==> config.mk <==
export PLATFORM = sky130hd
export DESIGN_NAME = uart_tx_fifo
export DESIGN_NICKNAME = d
export VERILOG_FILES = /design/src/rtl/uart_tx_fifo.sv
export SDC_FILE = /design/constraint.sdc
export NUM_CORES = 1
export LEC_CHECK = 0
export ABC_AREA = 1
export CAP_MARGIN = 20
export CORE_UTILIZATION = 65
export DETAILED_ROUTE_END_ITERATION = 8
export DONT_BUFFER_PORTS = 1
export GPL_TIMING_DRIVEN = 0
export PLACE_DENSITY = 0.81
export SLEW_MARGIN = 5
export SYNTH_ARGS = -nofsm -noshare
export SYNTH_HDL_FRONTEND = slang
export SYNTH_SLANG_ARGS = --single-unit
==> constraint.sdc <==
create_clock -name sysClk -period 4.4 [get_ports sysClk]
set_input_delay 0.44 -clock sysClk [delete_from_list [all_inputs] [get_ports sysClk]]
set_output_delay 0.44 -clock sysClk [all_outputs]
set_load 0.01 [all_outputs]
==> src/rtl/uart_tx_fifo.sv <==
// Byte FIFO between the core's output strobe and the UART transmitter; owns the start/ack handshake.
// Optional CR-before-LF expansion is enabled by defining UART_TX_FIFO_CRLF_EN.
module uart_tx_fifo #(
    parameter int DEPTH_LOG2 = 4
) (
    input  logic                  sysClk,
    input  logic                  reset,
    input  logic                  uartEn,
    input  logic                  wrEn,
    input  logic [7:0]            dataIn,
    output logic                  ready,
    input  logic                  txReady,
    output logic                  startTransmit,
    output logic [7:0]            dataTx,
    output logic [DEPTH_LOG2:0]   count,
    output logic                  overflow,
    output logic [2:0]            state_o
);

    localparam int DEPTH = 1 << DEPTH_LOG2;
    localparam logic [DEPTH_LOG2:0] DEPTH_CNT = {1'b1, {DEPTH_LOG2{1'b0}}};

    // UART handshake: startTransmit is held until a cycle with uartEn=1 samples it;
    // the UART then signals acceptance by dropping txReady and completion by raising it.
    typedef enum logic [2:0] {
        S_IDLE       = 3'd0,
        S_START      = 3'd1,
        S_ACK        = 3'd2,
        S_DONE       = 3'd3
`ifdef UART_TX_FIFO_CRLF_EN
        ,S_LF_PENDING = 3'd4
`endif
    } state_t;

    logic [7:0]            mem_q [DEPTH];
    logic [DEPTH_LOG2-1:0] wr_ptr_q, rd_ptr_q;
    logic [DEPTH_LOG2:0]   count_q, count_d;
    logic                  overflow_q;
    logic                  start_q;
    logic [7:0]            data_q;
    state_t                state_q;
    logic                  full, push, pop;
`ifdef UART_TX_FIFO_CRLF_EN
    logic                  lf_q;
`endif

    assign full = (count_q == DEPTH_CNT);
    assign push = wrEn && !full;
    assign pop  = (state_q == S_IDLE) && (count_q != '0) && txReady;

    always_comb begin
        count_d = count_q;
        if (push && !pop) begin
            count_d = count_q + 1'b1;
        end else if (!push && pop) begin
            count_d = count_q - 1'b1;
        end
    end

    always_ff @(posedge sysClk) begin
        if (push) begin
            mem_q[wr_ptr_q] <= dataIn;
        end
    end

    always_ff @(posedge sysClk) begin
        if (reset) begin
            wr_ptr_q   <= '0;
            rd_ptr_q   <= '0;
            count_q    <= '0;
            overflow_q <= 1'b0;
            state_q    <= S_IDLE;
            start_q    <= 1'b0;
            data_q     <= 8'h00;
`ifdef UART_TX_FIFO_CRLF_EN
            lf_q       <= 1'b0;
`endif
        end else begin
            count_q <= count_d;
            if (push) begin
                wr_ptr_q <= wr_ptr_q + 1'b1;
            end
            if (wrEn && full) begin
                overflow_q <= 1'b1;
            end
            case (state_q)
                S_IDLE: begin
                    if (pop) begin
                        rd_ptr_q <= rd_ptr_q + 1'b1;
                        start_q  <= 1'b1;
                        state_q  <= S_START;
`ifdef UART_TX_FIFO_CRLF_EN
                        // An LF is sent as CR first; the LF itself follows from LF_PENDING.
                        if (mem_q[rd_ptr_q] == 8'h0A) begin
                            data_q <= 8'h0D;
                            lf_q   <= 1'b1;
                        end else begin
                            data_q <= mem_q[rd_ptr_q];
                            lf_q   <= 1'b0;
                        end
`else
                        data_q   <= mem_q[rd_ptr_q];
`endif
                    end
                end
                S_START: begin
                    if (uartEn) begin
                        start_q <= 1'b0;
                        state_q <= S_ACK;
                    end
                end
                S_ACK: begin
                    if (!txReady) begin
                        state_q <= S_DONE;
                    end
                end
                S_DONE: begin
                    if (txReady) begin
`ifdef UART_TX_FIFO_CRLF_EN
                        state_q <= lf_q ? S_LF_PENDING : S_IDLE;
`else
                        state_q <= S_IDLE;
`endif
                    end
                end
`ifdef UART_TX_FIFO_CRLF_EN
                S_LF_PENDING: begin
                    data_q  <= 8'h0A;
                    lf_q    <= 1'b0;
                    start_q <= 1'b1;
                    state_q <= S_START;
                end
`endif
                default: state_q <= S_IDLE;
            endcase
        end
    end

    assign ready         = !full;
    assign startTransmit = start_q;
    assign dataTx        = data_q;
    assign count         = count_q;
    assign overflow      = overflow_q;
    assign state_o       = state_q;

endmodule

# Word-level counts from Yosys, hierarchy flattened
# Memories as Yosys holds them, arrays and structs flattened. A register that Yosys moved wholly into a read port is not among the register bits.
# Cells that the tools add are included.
# word_totals
reg_bits,18
mem_bits_rw,128
input_bits,13
out_inout_bits,19
n_memories,1
# op_classes
n_addsub,4
eq_ne,8
n_mux,12
n_reduce_logical,16
# mem_list
name,depth,width,rd,rd_clocked_by_memory_dff,wr,line,text
mem_q,16,8,1,1,1,35,logic [7:0] mem_q [DEPTH];
# op_table
op,count
2-to-1 mux 3 bit,4
case mux 3 bit (4 select lines),1
2-to-1 mux 5 bit,2
adder 4 x 1 -> 4 bit (second input constant),2
inequality test 2 bit (second input constant),4
equality test 3 x 2 -> 1 bit (second input constant),2
logical AND 1 bit,6
adder 5 x 1 -> 5 bit (second input constant),1
equality test 5 bit (second input constant),1
nonzero test 5 bit,1
subtractor 5 x 1 -> 5 bit (second input constant),1
2-to-1 mux 1 bit,4
AND reduction 4 bit,1
nonzero test 2 bit,2
equality test 3 x 1 -> 1 bit (second input constant),1
zero test 1 bit,3
zero test 3 bit,1
AND reduction 3 bit,1
case mux 1 bit (2 select lines),1
AND reduction 2 bit,1

# Depth between registers and ports, before layout
# depth
depth_word,7
ltp_mapped,13
ltp_nobuf,13

# Least setup slack after synthesis
# Ideal clock, no wire load.
# synth_path
kind,register -> register
from,"register state_q[0], in the netlist state_o[0]"
to,"register count_q[3], in the netlist count[3]"
arrival_time_ps,2044
required_ps,4285
path_slack_ps,2240
stages_incl_launch_ff,14
path_buffers,0
period_less_slack_ps,2160
path_cell_list,dfxtp_1 -> inv_1 -> ha_1 -> nand2_1 -> inv_1 -> nand2_2 -> ha_1 -> inv_1 -> ha_1 -> a21oi_1 -> nand2_1 -> xor2_1 -> o21ai_0 -> inv_1
# synth_between
elab_chain_len,6
# synth_rtl
element,line,text
start: declaration,41,state_t state_q;
start signal: assignment,72,state_q <= S_IDLE;
start signal: assignment,91,state_q <= S_START;
start signal: assignment,109,state_q <= S_ACK;
zero test 3 bit *,49,assign pop = (state_q == S_IDLE) && (count_q != '0) && txReady;
logical AND 1 bit * (2 in a row),49,
zero test 1 bit,53,if (push && !pop) begin
logical AND 1 bit,53,
2-to-1 mux 5 bit / nonzero test 2 bit (equally long branches),-,
end signal: assignment,79,count_q <= count_d;
end: declaration,37,"logic [DEPTH_LOG2:0] count_q, count_d;"
# Mark *: on every way between the ends. The rest lies on a longest branch, timed or not.
# A chain may end at the register's enable or synchronous reset.

# Final worst setup path
# Same ends and word-level chain as after synthesis.

==> metrics <==
run status=completed; global placement routability congestion=1.01; Clk pwr share=0.345; main combinational cell family by area after synthesis=simple AND/OR/NAND/NOR gates; Cell Area, Placed=6960 µm²; DRT Pass-1 Iters=7; #FFs+latches synth=153; reg2reg setup slack=1.92 ns; vias in the first global route=4903; CTS max path bufs=2; total grt overflow=0; gate count after technology mapping=695; core footprint=9950 µm²; Hold Startpoint=wrEn; most common cell after layout, fill and taps aside=nand2_1; I/O Pins=32; WL per Instance=18.9 µm; Int Pwr=2.98 mW; type of element launching the critical path=register; largest net degree at the start of global routing=17; Cell variety after synth=27; Seq pwr share=0.396; compound-cell area share of the yosys netlist=0.0193; CP max FO=10; VDD IR-drop max=0.000359 V; most frequent cells in the layout=nand2_1, edfxtp_1, nand3_1; Nets=752; Tmin final=2.48 ns; first-pass GRT wire length=25000 µm; WP buf/inv=4; Synth Warn #=0; max_slew headroom=0.412; DR vias=4994; Syn Area/Cell=9.77 µm²; critical path's slowest cell=dfxtp_1; final slew viol count=0; Worst path max stage delay=0.45 ns; Residual DRC=0; antenna violations before repair=1; RSZ-0062 raised after global routing=no; GR Layer Usage met2=0.517; Hold Fails Final Rpt=0; Post-Syn Area=6790 µm²; Post-Synth XOR/XNOR Area=0.00903; TritonCTS buffer count=17; CTS resizes=0; # port buffers=0; Synth top area share=0.566; simple-gate share of the synthesized area=0.223; DP Wirelength=10200 µm; crit end category=register; Post-Synth Adder-Cell Area=0.0269; Finished Cell Area=7690 µm²; Post-Syn Nets=722; delay-heaviest family, CP=adder cells; R2R cell count=13; fmax=404 MHz; Clock Latency Late Sink=0.53 ns; r2r endpoint=count[3]; met1 Use GR=0.391; CP most frequent cell=inv_1; Via density=5.73; hold-critical path depth=2; register area share after synthesis=0.640; RR Startpoint=state_o[0]; mux contribution to synthesized area=0.00147; Setup Viol. Count Final=0; most used routing layer=met2; Root Driver=clkbuf_8; Critical Path RT=4.83 ns; CTS HTree Levels=4; crit path cell chain=inv_1, ha_1, nand2_1, inv_1, nand2_2, ha_1, inv_1, ha_1, a21oi_1, nand2_1, xor2_1, o21ai_0, inv_1; Die ar.=10900 µm²; crit path DAT=2.91 ns; Routed Antenna Nets=0; row cnt=36; final period utilization=0.563; Total Wirelength=16400 µm; post-synth top area cell=edfxtp_1; P&R area growth vs syn=13.2%; sw frac=0.332; post-route setup TNS=0 ns; Synth area leaders=edfxtp_1, nand2_1, dfxtp_1, nand3_1, inv_1; layout cells sized above 1=0.0867; GRT Overall Usage=0.316; Post-CTS Hold Buffers=11; worst-margin pin slew=0.879 ns; Chip Width=104 µm; clock skew=0.00961 ns; Lkg Pwr=3.30 nW; drt first-iter violations=560; Pwr Density=580 nW/µm²; Max Cap Viol=0; die height=104 µm; worst min-delay path class=primary input to register; Starting Density=0.682; WP depth=13; met3 global-route usage=0.0802; hold path endpoint=overflow; Combinational Power Share=0.259; clk slew on worst S/H paths=0.07 ns; CTS tree=yes; Switch Pwr=1.48 mW; clock sinks=153; Setup Fix Bufs, Post-CTS=0; Inserted Diodes=0; CP Class=register to register
-- cell usage after synthesis --
| library cell | number |
|---|---|
| a21oi_1 | 15 |
| a21oi_2 | 1 |
| buf_2 | 15 |
| buf_4 | 8 |
| buf_6 | 2 |
| clkbuf_1 | 4 |
| clkbuf_2 | 1 |
| clkinv_1 | 2 |
| conb_1 | 1 |
| dfxtp_1 | 25 |
| edfxtp_1 | 128 |
| fa_1 | 1 |
| ha_1 | 13 |
| inv_1 | 91 |
| inv_2 | 4 |
| mux2i_1 | 1 |
| nand2_1 | 226 |
| nand2_2 | 1 |
| nand3_1 | 95 |
| nand4_1 | 2 |
| nand4_2 | 1 |
| nor2_1 | 41 |
| nor2_2 | 1 |
| o21ai_0 | 8 |
| o21bai_1 | 1 |
| xnor2_1 | 1 |
| xor2_1 | 6 |
-- kinds of logic after synthesis --
kind of cell             count (synthesis)
AO/OA/AOI/OAI                           25
XOR/XNOR                                 7
adder cells (fa/ha/maj)                 14
buffers and inverters                  127
flip-flops                             153
multiplexers                             1
other                                    1
AND/OR/NAND/NOR                        367
-- power groups by stage --
stage                     combinational, mW  clock (mW)  sequential (mW)
after floorplan                       0.795           0             1.78
after global placement                 1.01           0             1.79
after detailed placement               1.06           0             1.80
after CTS                              1.12        1.53             1.77
after global routing                   1.27        1.59             1.78
final                                  1.16        1.54             1.77
-- worst max-delay path by stage --
stage,startpoint,endpoint,slack [ns]
after floorplan,state_o[0],count[3],2.24
after global placement,state_o[0],count[3],2.05
after detailed placement,state_o[0],count[3],1.95
after CTS,state_o[0],count[3],1.95
after global routing,state_o[0],count[3],1.70
final,state_o[0],count[3],1.92
-- cell type report --
type                    instances  area [µm²]
fillers                       619        2260
plain buffers                  30         178
multi-input cells             415        1900
clock buffers                  19         432
repair buffers                 11         110
clock inverters                13         191
well taps                     133         166
flip-flops and latches        153        4340
inverters                      97         364
-- stage by stage --
step                 util  instances  worst slack, ns  power, mW  hold WS, ns
finish              0.772        871             1.92       4.46       0.0619
global route        0.772        871             1.70       4.64       0.0721
CTS                 0.772        871             1.95       4.42       0.0569
detailed placement  0.699        828             1.95       2.86        0.518
global placement    0.699        828             2.05       2.81        0.503
floorplan               -        695             2.24       2.57        0.478
-- flip-flops by register name (all words and copies together), names as in the netlist --
register	flops
startTransmit	1
rd_ptr_q	4
count	5
overflow	1
wr_ptr_q	4
dataTx	8
state_o	2
mem_q	128
-- layer usage --
layer	part of all wire	vias to the layer above
li1	-	2302
met1	0.37	2349
met2	0.49	276
met3	0.094	65
met4	0.041	2
met5	0.00079	-
(Power assumes the default switching activity.)
